<file path="src/rtl/ysyx_22040750_mem_pkg.sv">
// Shared types and constants for the memory arbiter: FSM encodings and AXI burst constants.
package ysyx_22040750_mem_pkg;

  typedef enum logic [4:0] {
    R_IDLE    = 5'b00001,
    R_AR_IC   = 5'b00010,
    R_AR_DC   = 5'b00100,
    R_DATA_IC = 5'b01000,
    R_DATA_DC = 5'b10000
  } rstate_e;

  typedef enum logic [1:0] {
    W_IDLE = 2'd0,
    W_AW   = 2'd1,
    W_DATA = 2'd2,
    W_RESP = 2'd3
  } wstate_e;

  localparam logic [2:0] AXI_SIZE_8B    = 3'b011;
  localparam logic [7:0] BURST_LEN_LINE = 8'd3;
  localparam logic [7:0] BURST_LEN_MMIO = 8'd0;

endpackage

</file>
<file path="src/rtl/ysyx_22040750_arb2.sv">
// Two-requester grant logic; O_gnt[0] = icache, O_gnt[1] = dcache.
// ARB_RR_EN selects round-robin on contention, otherwise dcache has fixed priority.
module ysyx_22040750_arb2 (
`ifdef ARB_RR_EN
  input  logic       I_clk,
  input  logic       I_rst,
  input  logic       I_upd,
`endif
  input  logic       I_req_ic,
  input  logic       I_req_dc,
  output logic [1:0] O_gnt
);

`ifdef ARB_RR_EN
  // Resets to "icache granted last" so the first contended grant goes to the dcache.
  logic last_dc;

  always_ff @(posedge I_clk or posedge I_rst) begin
    if (I_rst) last_dc <= 1'b0;
    else if (I_upd && (I_req_ic || I_req_dc)) last_dc <= O_gnt[1];
  end

  always_comb begin
    O_gnt = 2'b00;
    if (I_req_ic && I_req_dc) O_gnt = last_dc ? 2'b01 : 2'b10;
    else if (I_req_dc)        O_gnt = 2'b10;
    else if (I_req_ic)        O_gnt = 2'b01;
  end
`else
  always_comb begin
    O_gnt = 2'b00;
    if (I_req_dc)      O_gnt = 2'b10;
    else if (I_req_ic) O_gnt = 2'b01;
  end
`endif

endmodule

</file>
<file path="src/rtl/ysyx_22040750_mem_arbiter.sv">
// Shares one AXI-style memory port between icache (read) and dcache (read/write).
// Optional ARB_RR_EN macro switches read arbitration to round-robin.
module ysyx_22040750_mem_arbiter
  import ysyx_22040750_mem_pkg::*;
#(
  parameter int ADDR_W = 32,
  parameter int DATA_W = 64
) (
  input  logic              I_clk,
  input  logic              I_rst,
  input  logic [ADDR_W-1:0] I_ic_araddr,
  input  logic [7:0]        I_ic_arlen,
  input  logic [2:0]        I_ic_arsize,
  input  logic              I_ic_arvalid,
  output logic              O_ic_arready,
  output logic [DATA_W-1:0] O_ic_rdata,
  output logic              O_ic_rvalid,
  output logic              O_ic_rlast,
  input  logic [ADDR_W-1:0] I_dc_araddr,
  input  logic [7:0]        I_dc_arlen,
  input  logic [2:0]        I_dc_arsize,
  input  logic              I_dc_arvalid,
  output logic              O_dc_arready,
  output logic [DATA_W-1:0] O_dc_rdata,
  output logic              O_dc_rvalid,
  output logic              O_dc_rlast,
  input  logic [ADDR_W-1:0] I_dc_awaddr,
  input  logic [7:0]        I_dc_awlen,
  input  logic [2:0]        I_dc_awsize,
  input  logic              I_dc_awvalid,
  output logic              O_dc_awready,
  input  logic [DATA_W-1:0] I_dc_wdata,
  input  logic [7:0]        I_dc_wstrb,
  input  logic              I_dc_wlast,
  input  logic              I_dc_wvalid,
  output logic              O_dc_wready,
  output logic              O_dc_bvalid,
  output logic [ADDR_W-1:0] O_mem_araddr,
  output logic [7:0]        O_mem_arlen,
  output logic [2:0]        O_mem_arsize,
  output logic              O_mem_arvalid,
  input  logic              I_mem_arready,
  input  logic [DATA_W-1:0] I_mem_rdata,
  input  logic              I_mem_rvalid,
  input  logic              I_mem_rlast,
  output logic              O_mem_rready,
  output logic [ADDR_W-1:0] O_mem_awaddr,
  output logic [7:0]        O_mem_awlen,
  output logic [2:0]        O_mem_awsize,
  output logic              O_mem_awvalid,
  input  logic              I_mem_awready,
  output logic [DATA_W-1:0] O_mem_wdata,
  output logic [7:0]        O_mem_wstrb,
  output logic              O_mem_wlast,
  output logic              O_mem_wvalid,
  input  logic              I_mem_wready,
  input  logic              I_mem_bvalid,
  output logic              O_mem_bready,
  output logic [4:0]        O_dbg_rstate,
  output logic [1:0]        O_dbg_wstate
);

  // Handshake: a transfer happens on a rising I_clk where valid && ready are both 1;
  // requesters hold valid and payload stable until ready, and ready never depends on
  // the same channel's valid inside this block.

  rstate_e rstate, rstate_nxt;
  wstate_e wstate, wstate_nxt;

  logic [1:0]        gnt;
  logic              r_idle;
  logic              ic_elig;
  logic [ADDR_W-1:0] ar_addr_q;
  logic [7:0]        ar_len_q;
  logic [2:0]        ar_size_q;

  assign r_idle  = (rstate == R_IDLE);
  // Icache reads wait for write-back to finish so they never fetch a stale line.
  assign ic_elig = I_ic_arvalid && (wstate == W_IDLE);

  ysyx_22040750_arb2 u_arb2 (
`ifdef ARB_RR_EN
    .I_clk   (I_clk),
    .I_rst   (I_rst),
    .I_upd   (r_idle),
`endif
    .I_req_ic(ic_elig),
    .I_req_dc(I_dc_arvalid),
    .O_gnt   (gnt)
  );

  always_ff @(posedge I_clk or posedge I_rst) begin
    if (I_rst) rstate <= R_IDLE;
    else       rstate <= rstate_nxt;
  end

  always_comb begin
    rstate_nxt = rstate;
    case (rstate)
      R_IDLE:    if (gnt[1]) rstate_nxt = R_AR_DC;
                 else if (gnt[0]) rstate_nxt = R_AR_IC;
      R_AR_IC:   if (I_mem_arready) rstate_nxt = R_DATA_IC;
      R_AR_DC:   if (I_mem_arready) rstate_nxt = R_DATA_DC;
      R_DATA_IC: if (I_mem_rvalid && I_mem_rlast) rstate_nxt = R_IDLE;
      R_DATA_DC: if (I_mem_rvalid && I_mem_rlast) rstate_nxt = R_IDLE;
      default:   rstate_nxt = R_IDLE;
    endcase
  end

  // Payload is captured at grant so later requester changes cannot corrupt the AR.
  always_ff @(posedge I_clk or posedge I_rst) begin
    if (I_rst) begin
      ar_addr_q <= '0;
      ar_len_q  <= '0;
      ar_size_q <= '0;
    end else if (r_idle && (gnt != 2'b00)) begin
      ar_addr_q <= gnt[1] ? I_dc_araddr : I_ic_araddr;
      ar_len_q  <= gnt[1] ? I_dc_arlen  : I_ic_arlen;
      ar_size_q <= gnt[1] ? I_dc_arsize : I_ic_arsize;
    end
  end

  always_comb begin
    O_mem_araddr  = '0;
    O_mem_arlen   = '0;
    O_mem_arsize  = '0;
    O_mem_arvalid = 1'b0;
    O_ic_arready  = 1'b0;
    O_dc_arready  = 1'b0;
    O_ic_rdata    = '0;
    O_ic_rvalid   = 1'b0;
    O_ic_rlast    = 1'b0;
    O_dc_rdata    = '0;
    O_dc_rvalid   = 1'b0;
    O_dc_rlast    = 1'b0;
    case (rstate)
      R_AR_IC, R_AR_DC: begin
        O_mem_araddr  = ar_addr_q;
        O_mem_arlen   = ar_len_q;
        O_mem_arsize  = ar_size_q;
        O_mem_arvalid = 1'b1;
        O_ic_arready  = (rstate == R_AR_IC) && I_mem_arready;
        O_dc_arready  = (rstate == R_AR_DC) && I_mem_arready;
      end
      R_DATA_IC: begin
        O_ic_rdata  = I_mem_rdata;
        O_ic_rvalid = I_mem_rvalid;
        O_ic_rlast  = I_mem_rlast;
      end
      R_DATA_DC: begin
        O_dc_rdata  = I_mem_rdata;
        O_dc_rvalid = I_mem_rvalid;
        O_dc_rlast  = I_mem_rlast;
      end
      default: ;
    endcase
  end

  always_ff @(posedge I_clk or posedge I_rst) begin
    if (I_rst) wstate <= W_IDLE;
    else       wstate <= wstate_nxt;
  end

  always_comb begin
    wstate_nxt = wstate;
    case (wstate)
      W_IDLE: if (I_dc_awvalid) wstate_nxt = W_AW;
      W_AW:   if (I_dc_awvalid && I_mem_awready) wstate_nxt = W_DATA;
      W_DATA: if (I_dc_wvalid && I_mem_wready && I_dc_wlast) wstate_nxt = W_RESP;
      W_RESP: if (I_mem_bvalid) wstate_nxt = W_IDLE;
      default: wstate_nxt = W_IDLE;
    endcase
  end

  always_comb begin
    O_mem_awaddr  = '0;
    O_mem_awlen   = '0;
    O_mem_awsize  = '0;
    O_mem_awvalid = 1'b0;
    O_dc_awready  = 1'b0;
    O_mem_wdata   = '0;
    O_mem_wstrb   = '0;
    O_mem_wlast   = 1'b0;
    O_mem_wvalid  = 1'b0;
    O_dc_wready   = 1'b0;
    O_dc_bvalid   = 1'b0;
    case (wstate)
      W_AW: begin
        O_mem_awaddr  = I_dc_awaddr;
        O_mem_awlen   = I_dc_awlen;
        O_mem_awsize  = I_dc_awsize;
        O_mem_awvalid = I_dc_awvalid;
        O_dc_awready  = I_mem_awready;
      end
      W_DATA: begin
        O_mem_wdata  = I_dc_wdata;
        O_mem_wstrb  = I_dc_wstrb;
        O_mem_wlast  = I_dc_wlast;
        O_mem_wvalid = I_dc_wvalid;
        O_dc_wready  = I_mem_wready;
      end
      W_RESP:  O_dc_bvalid = I_mem_bvalid;
      default: ;
    endcase
  end

  assign O_mem_rready = 1'b1;
  assign O_mem_bready = 1'b1;
  assign O_dbg_rstate = rstate;
  assign O_dbg_wstate = wstate;

endmodule

</file>
<file path="config.mk">
export PLATFORM = sky130hd
export DESIGN_NAME = ysyx_22040750_mem_arbiter
export DESIGN_NICKNAME = d
export VERILOG_FILES = /design/src/rtl/ysyx_22040750_mem_pkg.sv /design/src/rtl/ysyx_22040750_arb2.sv /design/src/rtl/ysyx_22040750_mem_arbiter.sv
export SDC_FILE = /design/constraint.sdc
export NUM_CORES = 1
export LEC_CHECK = 0
export BUFFER_PORTS_ARGS = -buffer_cell sky130_fd_sc_hd__buf_4
export CAP_MARGIN = 20
export CORE_AREA = 3 3 224 226
export DETAILED_ROUTE_END_ITERATION = 8
export DIE_AREA = 0 0 227 229
export GPL_ROUTABILITY_DRIVEN = 0
export PLACE_DENSITY = 0.43
export SYNTH_ARGS = -nofsm -noshare
export SYNTH_HDL_FRONTEND = slang
export SYNTH_SLANG_ARGS = --single-unit
</file>
<file path="constraint.sdc">
create_clock -name I_clk -period 2.33 [get_ports I_clk]
set_input_delay 0.1165 -clock I_clk [delete_from_list [all_inputs] [get_ports I_clk]]
set_output_delay 0.1165 -clock I_clk [all_outputs]
set_load 0.01 [all_outputs]
</file>
==> impl_summary.log, run 1 <==
INFO  metric grt_start_max_net_pins = 87
INFO  metric routed_via_density = 3.35
INFO  metric ctsLongestPathBuffers = 2
INFO  metric fillers = 5449
INFO  metric area_growth_syn_to_layout = 118%
INFO  metric drt_first_pass_iters = 4
INFO  metric number_of_antenna_violations_at_the_first_check_in_global_routing = 13
INFO  metric critPathArrivalTime = 2000 ps
INFO  metric netlist_top_cells_area = sky130_fd_sc_hd__and2_1, sky130_fd_sc_hd__dfrtp_1, sky130_fd_sc_hd__mux2i_1
INFO  metric multi_input_area = 0.00300 mm²
INFO  metric final.min_clock_period = 2120 ps
INFO  metric met3_length = 2.89 mm
INFO  metric final_nets = 1409
INFO  metric vias = 5874
INFO  metric final.setup.tns = 0 ps
INFO  metric synthArstFlopShare = 100%
INFO  metric achievable-frequency = 472 MHz
INFO  metric non_filler_cells_in_the_finished_layout = 1752
INFO  metric critical-path-top-cell-by-count = sky130_fd_sc_hd__buf_4
INFO  metric clk_transition_reported_paths = 70 ps
INFO  metric globalRouteOverflowTotal = 0
INFO  metric final_max_slew_viol_count = 0
INFO  metric io-pin-count = 586
INFO  metric worst_clock_skew = 7.13 ps
INFO  metric path_max_fanout = 29
INFO  metric setup_viol = 0
INFO  metric ys_seq_elements = 50
INFO  metric die_area = 0.0520 mm²
INFO  metric critical_path_class = reg2out
INFO  metric p_per_area = 758 mW/mm²
INFO  metric final_antenna_net_count = 0
INFO  metric cp_cell_sequence = inv_1 > ha_1 > buf_4 > and2_1 > buf_4
INFO  metric synth_commonest_cells = sky130_fd_sc_hd__and2_1, sky130_fd_sc_hd__nor2_1, sky130_fd_sc_hd__dfrtp_1
INFO  metric ys_dominant_reg_cell = sky130_fd_sc_hd__dfrtp_1
INFO  metric post_synthesis_cell_area = 0.00446 mm²
INFO  metric vias_in_the_first_global_route = 6002
INFO  metric final.period_utilization = 90.9%
INFO  metric worst_path_dominant_cell_family = buffers and inverters
INFO  metric die-height = 229 µm
INFO  metric unrepaired_setup_endpoints_after_global_routing = false
INFO  metric cp.buffers_inverters = 3
INFO  metric crit_required = 2210 ps
INFO  metric post-synth-top-count-cell = sky130_fd_sc_hd__and2_1
INFO  metric irDropWorstVdd = 0.000362 V
INFO  metric fp.coreArea = 0.0485 mm²
INFO  metric clock_sinks = 50
INFO  metric critical_path.endpoint_type = output pin
INFO  metric floorplan.initialDensity = 9.20%
INFO  metric max-slew-margin-rel = 60.1%
INFO  metric wl_met2 = 18.0 mm
INFO  metric worst_slew_pin_slew = 598 ps
INFO  metric post_synth_inst_count = 573
INFO  metric drt_drc_violations_left = 0
INFO  metric top_cell_type_by_total_area_after_synthesis = sky130_fd_sc_hd__and2_1
INFO  metric numCtsBuffers = 5
INFO  metric port-buffer-count = 583
INFO  metric synthesis.yosys.warnings = 0
INFO  metric floorplan.die.width = 227 µm
INFO  metric ff_latch_area = 0.00125 mm²
INFO  metric cpPeakStageDelay = 490 ps
INFO  metric first_pass_grt_wire_length = 44.6 mm
INFO  metric critPathSlowestCell = sky130_fd_sc_hd__ha_1
INFO  metric top_signal_layer_used = met5
INFO  metric post_synth_num_cell_types = 30
INFO  metric std_cell_rows = 81
INFO  metric initialDrtViolationCount = 161
INFO  metric run_status = complete, no violations
INFO  metric htree_num_levels = 2
INFO  metric worst_hold_path_type = in2reg
INFO  metric tritoncts = done
INFO  metric met1_length = 12.3 mm
INFO  metric cap_viol_max_count = 0
INFO  metric layout-drive-gt1-share = 53.9%
INFO  metric crit_path_start_kind = flop
INFO  metric worst_skew_pair_later_pin_latency = 300 ps
INFO  metric synth.avg_cell_area = 7.79 µm²
INFO  metric wire_per_inst = 19.2 µm
INFO  metric leakage = 5.09 nW
INFO  metric post-synth-top-area-fraction = 41.5%
INFO  metric post-dp-hpwl = 29.3 mm
INFO  metric yosysSeqAreaShare = 28.1%
INFO  metric synth-edff-count = 0
INFO  metric clockRootBuffer = sky130_fd_sc_hd__clkbuf_16
INFO  metric post-place-cells = 1741
INFO  metric grt_use_total = 12.0%
INFO  metric wl = 33.7 mm
INFO  metric number_of_failing_hold_endpoints_at_the_final_stage = 0
## cells in the final DEF (no fill, tap or decap), types with 2 or more instances in the layout
cell type / instances
sky130_fd_sc_hd__buf_4: 586
sky130_fd_sc_hd__and2_1: 296
sky130_fd_sc_hd__nor2_1: 50
sky130_fd_sc_hd__dfrtp_1: 49
sky130_fd_sc_hd__a21oi_1: 48
sky130_fd_sc_hd__mux2i_1: 43
sky130_fd_sc_hd__buf_12: 7
sky130_fd_sc_hd__nand2_1: 5
sky130_fd_sc_hd__clkbuf_16: 5
sky130_fd_sc_hd__nand2b_1: 4
sky130_fd_sc_hd__ha_1: 4
sky130_fd_sc_hd__inv_1: 3
sky130_fd_sc_hd__diode_2: 2
sky130_fd_sc_hd__nor2b_1: 2
sky130_fd_sc_hd__nand3_1: 2
sky130_fd_sc_hd__nor4_4: 2
sky130_fd_sc_hd__nor3_1: 2
sky130_fd_sc_hd__mux2_2: 2
sky130_fd_sc_hd__conb_1: 2
## registers in the layout (all words and copies together) (netlist names)
register,count
ar_addr_q,32
O_dbg_rstate,5
ar_size_q,3
ar_len_q,8
O_dbg_wstate,2
## cell type report
class,count,share of cell area [%]
repair buffers,594,46.7
multi-input cells,472,30.8
flip-flops and latches,50,12.8
well taps,622,7.98
clock buffers,7,1.46
inverters,4,0.154
clock inverters,1,0.0513
diodes,2,0.0513
## layer usage
metal | global-route usage (%) | vias to the layer above
met1 | 12.6 | 2625
li1 | - | 2905
met4 | 2.35 | 20
met5 | 0 | -
met3 | 3.70 | 36
met2 | 23.3 | 288
## final timing paths
| path | from | to | slack (ps) | cells past startpoint |
|---|---|---|---|---|
| worst max-delay path | O_dbg_wstate[0]$_DFFE_PP0P_ | O_mem_wdata[58] | 210 | 5 |
| worst min-delay path | I_ic_araddr[31] | ar_addr_q[31]$_DFFE_PP0P_ | 120 | 3 |
| worst max register to register | O_dbg_rstate[2]$_DFFE_PP0P_ | ar_len_q[2]$_DFFE_PP0P_ | 390 | 5 |
| worst min register to register | ar_addr_q[20]$_DFFE_PP0P_ | ar_addr_q[20]$_DFFE_PP0P_ | 520 | 2 |
| max in group asynchronous | I_rst | O_dbg_rstate[0]$_DFFE_PP1P_ | 1250 | 4 |
| min in group asynchronous | I_rst | ar_addr_q[29]$_DFFE_PP0P_ | 450 | 3 |
## cells by family (layout without fill, tap and decap cells)
family	Yosys count	after routing	synth area share [%]
and+or+nand+nor	367	367	48.6
AOI/OAI and AO/OA	53	53	6.36
buffers and inverters	52	606	5.47
DFF	50	50	28.1
muxes	45	45	10.1
adders and majority gates	4	4	1.12
other	1	4	0.0840
xor gates and xnor gates	1	1	0.196
## power by group
| group | internal (mW) | switching (mW) |
|---|---|---|
| registers | 1.30 | 0.279 |
| logic | 2.46 | 2.58 |
| clock network | 0.427 | 0.338 |
| total | 4.19 | 3.19 |
## tightest hold or removal path, delay by kind of cell
family          cells  cell delay [ps]
buf+inv             1               80
compound gates      1              130
mux                 1               50
## per-stage QoR
step                power [mW]  hold slack, ps  util [%]  setup slack [ps]  cell area (µm²)
detailed placement        6.83             233      19.7               407             9590
floorplan                 4.00             294         -               589             4470
finish                    7.39             118      20.1               212             9750
global route              8.08             117      20.1              55.1             9750
global placement          6.80             225      19.7               457             9590
CTS                       7.67            95.3      20.1               163             9740
## repair_timing
item / CTS / global route
setup buffers: 0 / 0
hold buffers: 1 / 0
hold endpoints to repair: 22 / 0
resized for setup: 0 / 0
Power figures use the tool's default switching activity.
==> inputs of run 2 (changes only) <==
--- a/config.mk
+++ b/config.mk
@@ -7,11 +7,11 @@
 export LEC_CHECK = 0
 export BUFFER_PORTS_ARGS = -buffer_cell sky130_fd_sc_hd__buf_4
 export CAP_MARGIN = 20
-export CORE_AREA = 3 3 224 226
+export CORE_AREA = 2 2 230 232
 export DETAILED_ROUTE_END_ITERATION = 8
-export DIE_AREA = 0 0 227 229
+export DIE_AREA = 0 0 232 234
 export GPL_ROUTABILITY_DRIVEN = 0
-export PLACE_DENSITY = 0.43
+export PLACE_DENSITY = 0.41
 export SYNTH_ARGS = -nofsm -noshare
 export SYNTH_HDL_FRONTEND = slang
 export SYNTH_SLANG_ARGS = --single-unit
==> run 2 against run 1 <==
  * Worst setup slack gained 110 ps
  * Critical path depth is the same
  * Count of clock-buffer cells in the layout shrank 1
  * Total power grew 1.9%
  * Wire length shrank 9.0%
  * Global-route usage shrank 1.8 points
  * Register-to-register slack gained 20 ps
  * Clock skew is essentially flat
  * Sequential share of layout area shrank 0.14 points
  * Non-clock buffer count is the same
  * Critical endpoint is now O_ic_rdata[52]
  * Largest cell class unchanged
  * Largest power group unchanged
==> impl_summary.log, run 2 (same netlist as run 1, synthesis figures left out) <==
INFO  metric max-slew-margin-rel = 57.4%
INFO  metric setup_slack = 326 ps
INFO  metric ctsLongestPathBuffers = 2
INFO  metric unrepaired_setup_endpoints_after_global_routing = false
INFO  metric vias_in_the_first_global_route = 5433
INFO  metric clk_transition_reported_paths = 70 ps
INFO  metric final_nets = 1409
INFO  metric htree_num_levels = 2
INFO  metric clock_sinks = 50
INFO  metric port-buffer-count = 583
INFO  metric numCtsBuffers = 5
INFO  metric crit_path_start_kind = flop
INFO  metric std_cell_rows = 84
INFO  metric worst_skew_pair_later_pin_latency = 300 ps
INFO  metric io-pin-count = 586
INFO  metric area_growth_syn_to_layout = 121%
INFO  metric number_of_antenna_violations_at_the_first_check_in_global_routing = 7
INFO  metric die-height = 234 µm
INFO  metric final.setup.tns = 0 ps
INFO  metric fp.coreArea = 0.0520 mm²
INFO  metric globalRouteOverflowTotal = 0
INFO  metric fillers = 5882
INFO  metric grt_use_total = 10.3%
INFO  metric critical_path.reg2reg.startpoint = O_dbg_rstate[3]$_DFFE_PP0P_
INFO  metric wire_per_inst = 16.9 µm
INFO  metric clockRootBuffer = sky130_fd_sc_hd__clkbuf_16
INFO  metric leading_cell_types_in_the_layout_fill_and_taps_excluded = sky130_fd_sc_hd__buf_4, sky130_fd_sc_hd__and2_1, sky130_fd_sc_hd__nor2_1
INFO  metric first_pass_grt_wire_length = 39.8 mm
INFO  metric routed_via_density = 3.23
INFO  metric cap_viol_max_count = 0
INFO  metric run_status = complete, no violations
INFO  metric critPathArrivalTime = 1890 ps
INFO  metric crit_required = 2210 ps
INFO  metric commonest_non_fill_non_tap_cell_in_the_layout = sky130_fd_sc_hd__buf_4
INFO  metric number_of_failing_hold_endpoints_at_the_final_stage = 0
INFO  metric worst_hold_startpoint = I_ic_araddr[4]
INFO  metric drt_first_pass_iters = 4
INFO  metric critical_path_class = reg2out
INFO  metric floorplan.initialDensity = 8.58%
INFO  metric p_per_area = 764 mW/mm²
INFO  metric worst_hold_path_type = in2reg
INFO  metric tritoncts = done
INFO  metric final_antenna_net_count = 0
INFO  metric min_path_cells = 3
INFO  metric final.min_clock_period = 2000 ps
INFO  metric path_max_fanout = 66
INFO  metric setup_viol = 0
INFO  metric post_cts_resized = 0
INFO  metric dp_worst_setup_slack = 411 ps
INFO  metric wl = 30.7 mm
INFO  metric rr_worst_depth = 5
INFO  metric final.period_utilization = 86.0%
INFO  metric grt_start_max_net_pins = 87
INFO  metric die_area = 0.0543 mm²
INFO  metric hold_end = ar_addr_q[4]$_DFFE_PP0P_
INFO  metric post-dp-hpwl = 26.5 mm
INFO  metric achievable-frequency = 499 MHz
INFO  metric worst_clock_skew = 7.55 ps
INFO  metric critical_path.endpoint_type = output pin
INFO  metric final_util = 18.9%
INFO  metric final_max_slew_viol_count = 0
INFO  metric drt_drc_violations_left = 0
INFO  metric layout-drive-gt1-share = 53.9%
INFO  metric vias = 5870
INFO  metric floorplan.die.width = 232 µm
INFO  metric leakage = 5.10 nW
INFO  metric initialDrtViolationCount = 129
INFO  metric worst_reg2reg_setup_slack = 410 ps
INFO  metric worst_slew_pin_slew = 638 ps
INFO  metric r2r_end = ar_len_q[1]$_DFFE_PP0P_
INFO  metric largest-register = ar_addr_q
INFO  metric largest_reg_flops = 32
INFO  metric irDropWorstVdd = 0.000284 V
==> run 2: cell count changes in the layout (fill, tap and decap cells not counted) <==
| cell | previous run | this run |
|---|---|---|
| sky130_fd_sc_hd__clkbuf_1 | 1 | 0 |
| sky130_fd_sc_hd__diode_2 | 2 | 3 |
| sky130_fd_sc_hd__clkinv_2 | 1 | 0 |
| sky130_fd_sc_hd__bufinv_16 | 0 | 1 |
==> run 2: final cells by class <==
class	count	area, µm²	share of cell area [%]
tap	688	861	8.74
multi-input combinational	472	3000	30.4
timing repair buffer	594	4550	46.2
clock inverter	1	30.0	0.305
clock buffer	6	139	1.41
antenna	3	7.51	0.0762
inverter	4	15.0	0.152
sequential	50	1250	12.7
==> run 2: through the flow <==
step                      std cells  total power [mW]  instance area (µm²)  hold WS (ps)
after CTS                      1815              7.78                 9850           105
after global routing           1815              8.15                 9850           114
final                          1818              7.53                 9850           116
after floorplan                 574              4.00                 4470           294
after detailed placement       1807              6.83                 9670           259
after global placement         1807              6.82                 9670           264
==> run 2: where the power goes <==
| part | switching (mW) | total [mW] | internal [mW] |
|---|---|---|---|
| Clock | 0.341 | 0.873 | 0.531 |
| Sequential | 0.257 | 1.56 | 1.30 |
| Combinational | 2.65 | 5.10 | 2.45 |
==> run 2: per-layer routing <==
| layer | GRT usage [%] | share of wire, % | routed length [µm] | up-vias |
|---|---|---|---|---|
| met2 | 18.9 | 52 | 15900 | 296 |
| met3 | 3.76 | 9.6 | 2940 | 19 |
| li1 | - | - | - | 2909 |
| met5 | 0 | 0.25 | 77 | - |
| met4 | 1.34 | 0.53 | 163 | 12 |
| met1 | 11.5 | 38 | 11600 | 2634 |
==> run 2: worst max-delay path by stage <==
stage                                      from                  endpoint  cells after the start
finish              O_dbg_rstate[4]$_DFFE_PP0P_            O_ic_rdata[52]                      5
CTS                 O_dbg_rstate[4]$_DFFE_PP0P_            O_ic_rdata[52]                      5
floorplan           O_dbg_rstate[2]$_DFFE_PP0P_  ar_addr_q[0]$_DFFE_PP0P_                      6
global route        O_dbg_rstate[4]$_DFFE_PP0P_            O_ic_rdata[52]                      5
detailed placement  O_dbg_rstate[3]$_DFFE_PP0P_   ar_len_q[7]$_DFFE_PP0P_                      5
global placement    O_dbg_rstate[3]$_DFFE_PP0P_   ar_len_q[5]$_DFFE_PP0P_                      5
==> run 2: critical path: stages (launching register included) <==
cell	delay, ps
sky130_fd_sc_hd__dfrtp_1	480
sky130_fd_sc_hd__nand2b_1	260
sky130_fd_sc_hd__nor4_4	210
sky130_fd_sc_hd__buf_12	260
sky130_fd_sc_hd__and2_1	200
sky130_fd_sc_hd__buf_4	120
==> run 2: timing repair <==
item,CTS,global route
hold endpoints to repair,25,0
setup endpoints to repair,0,0
buffers inserted,0,0
hold buffers,1,0
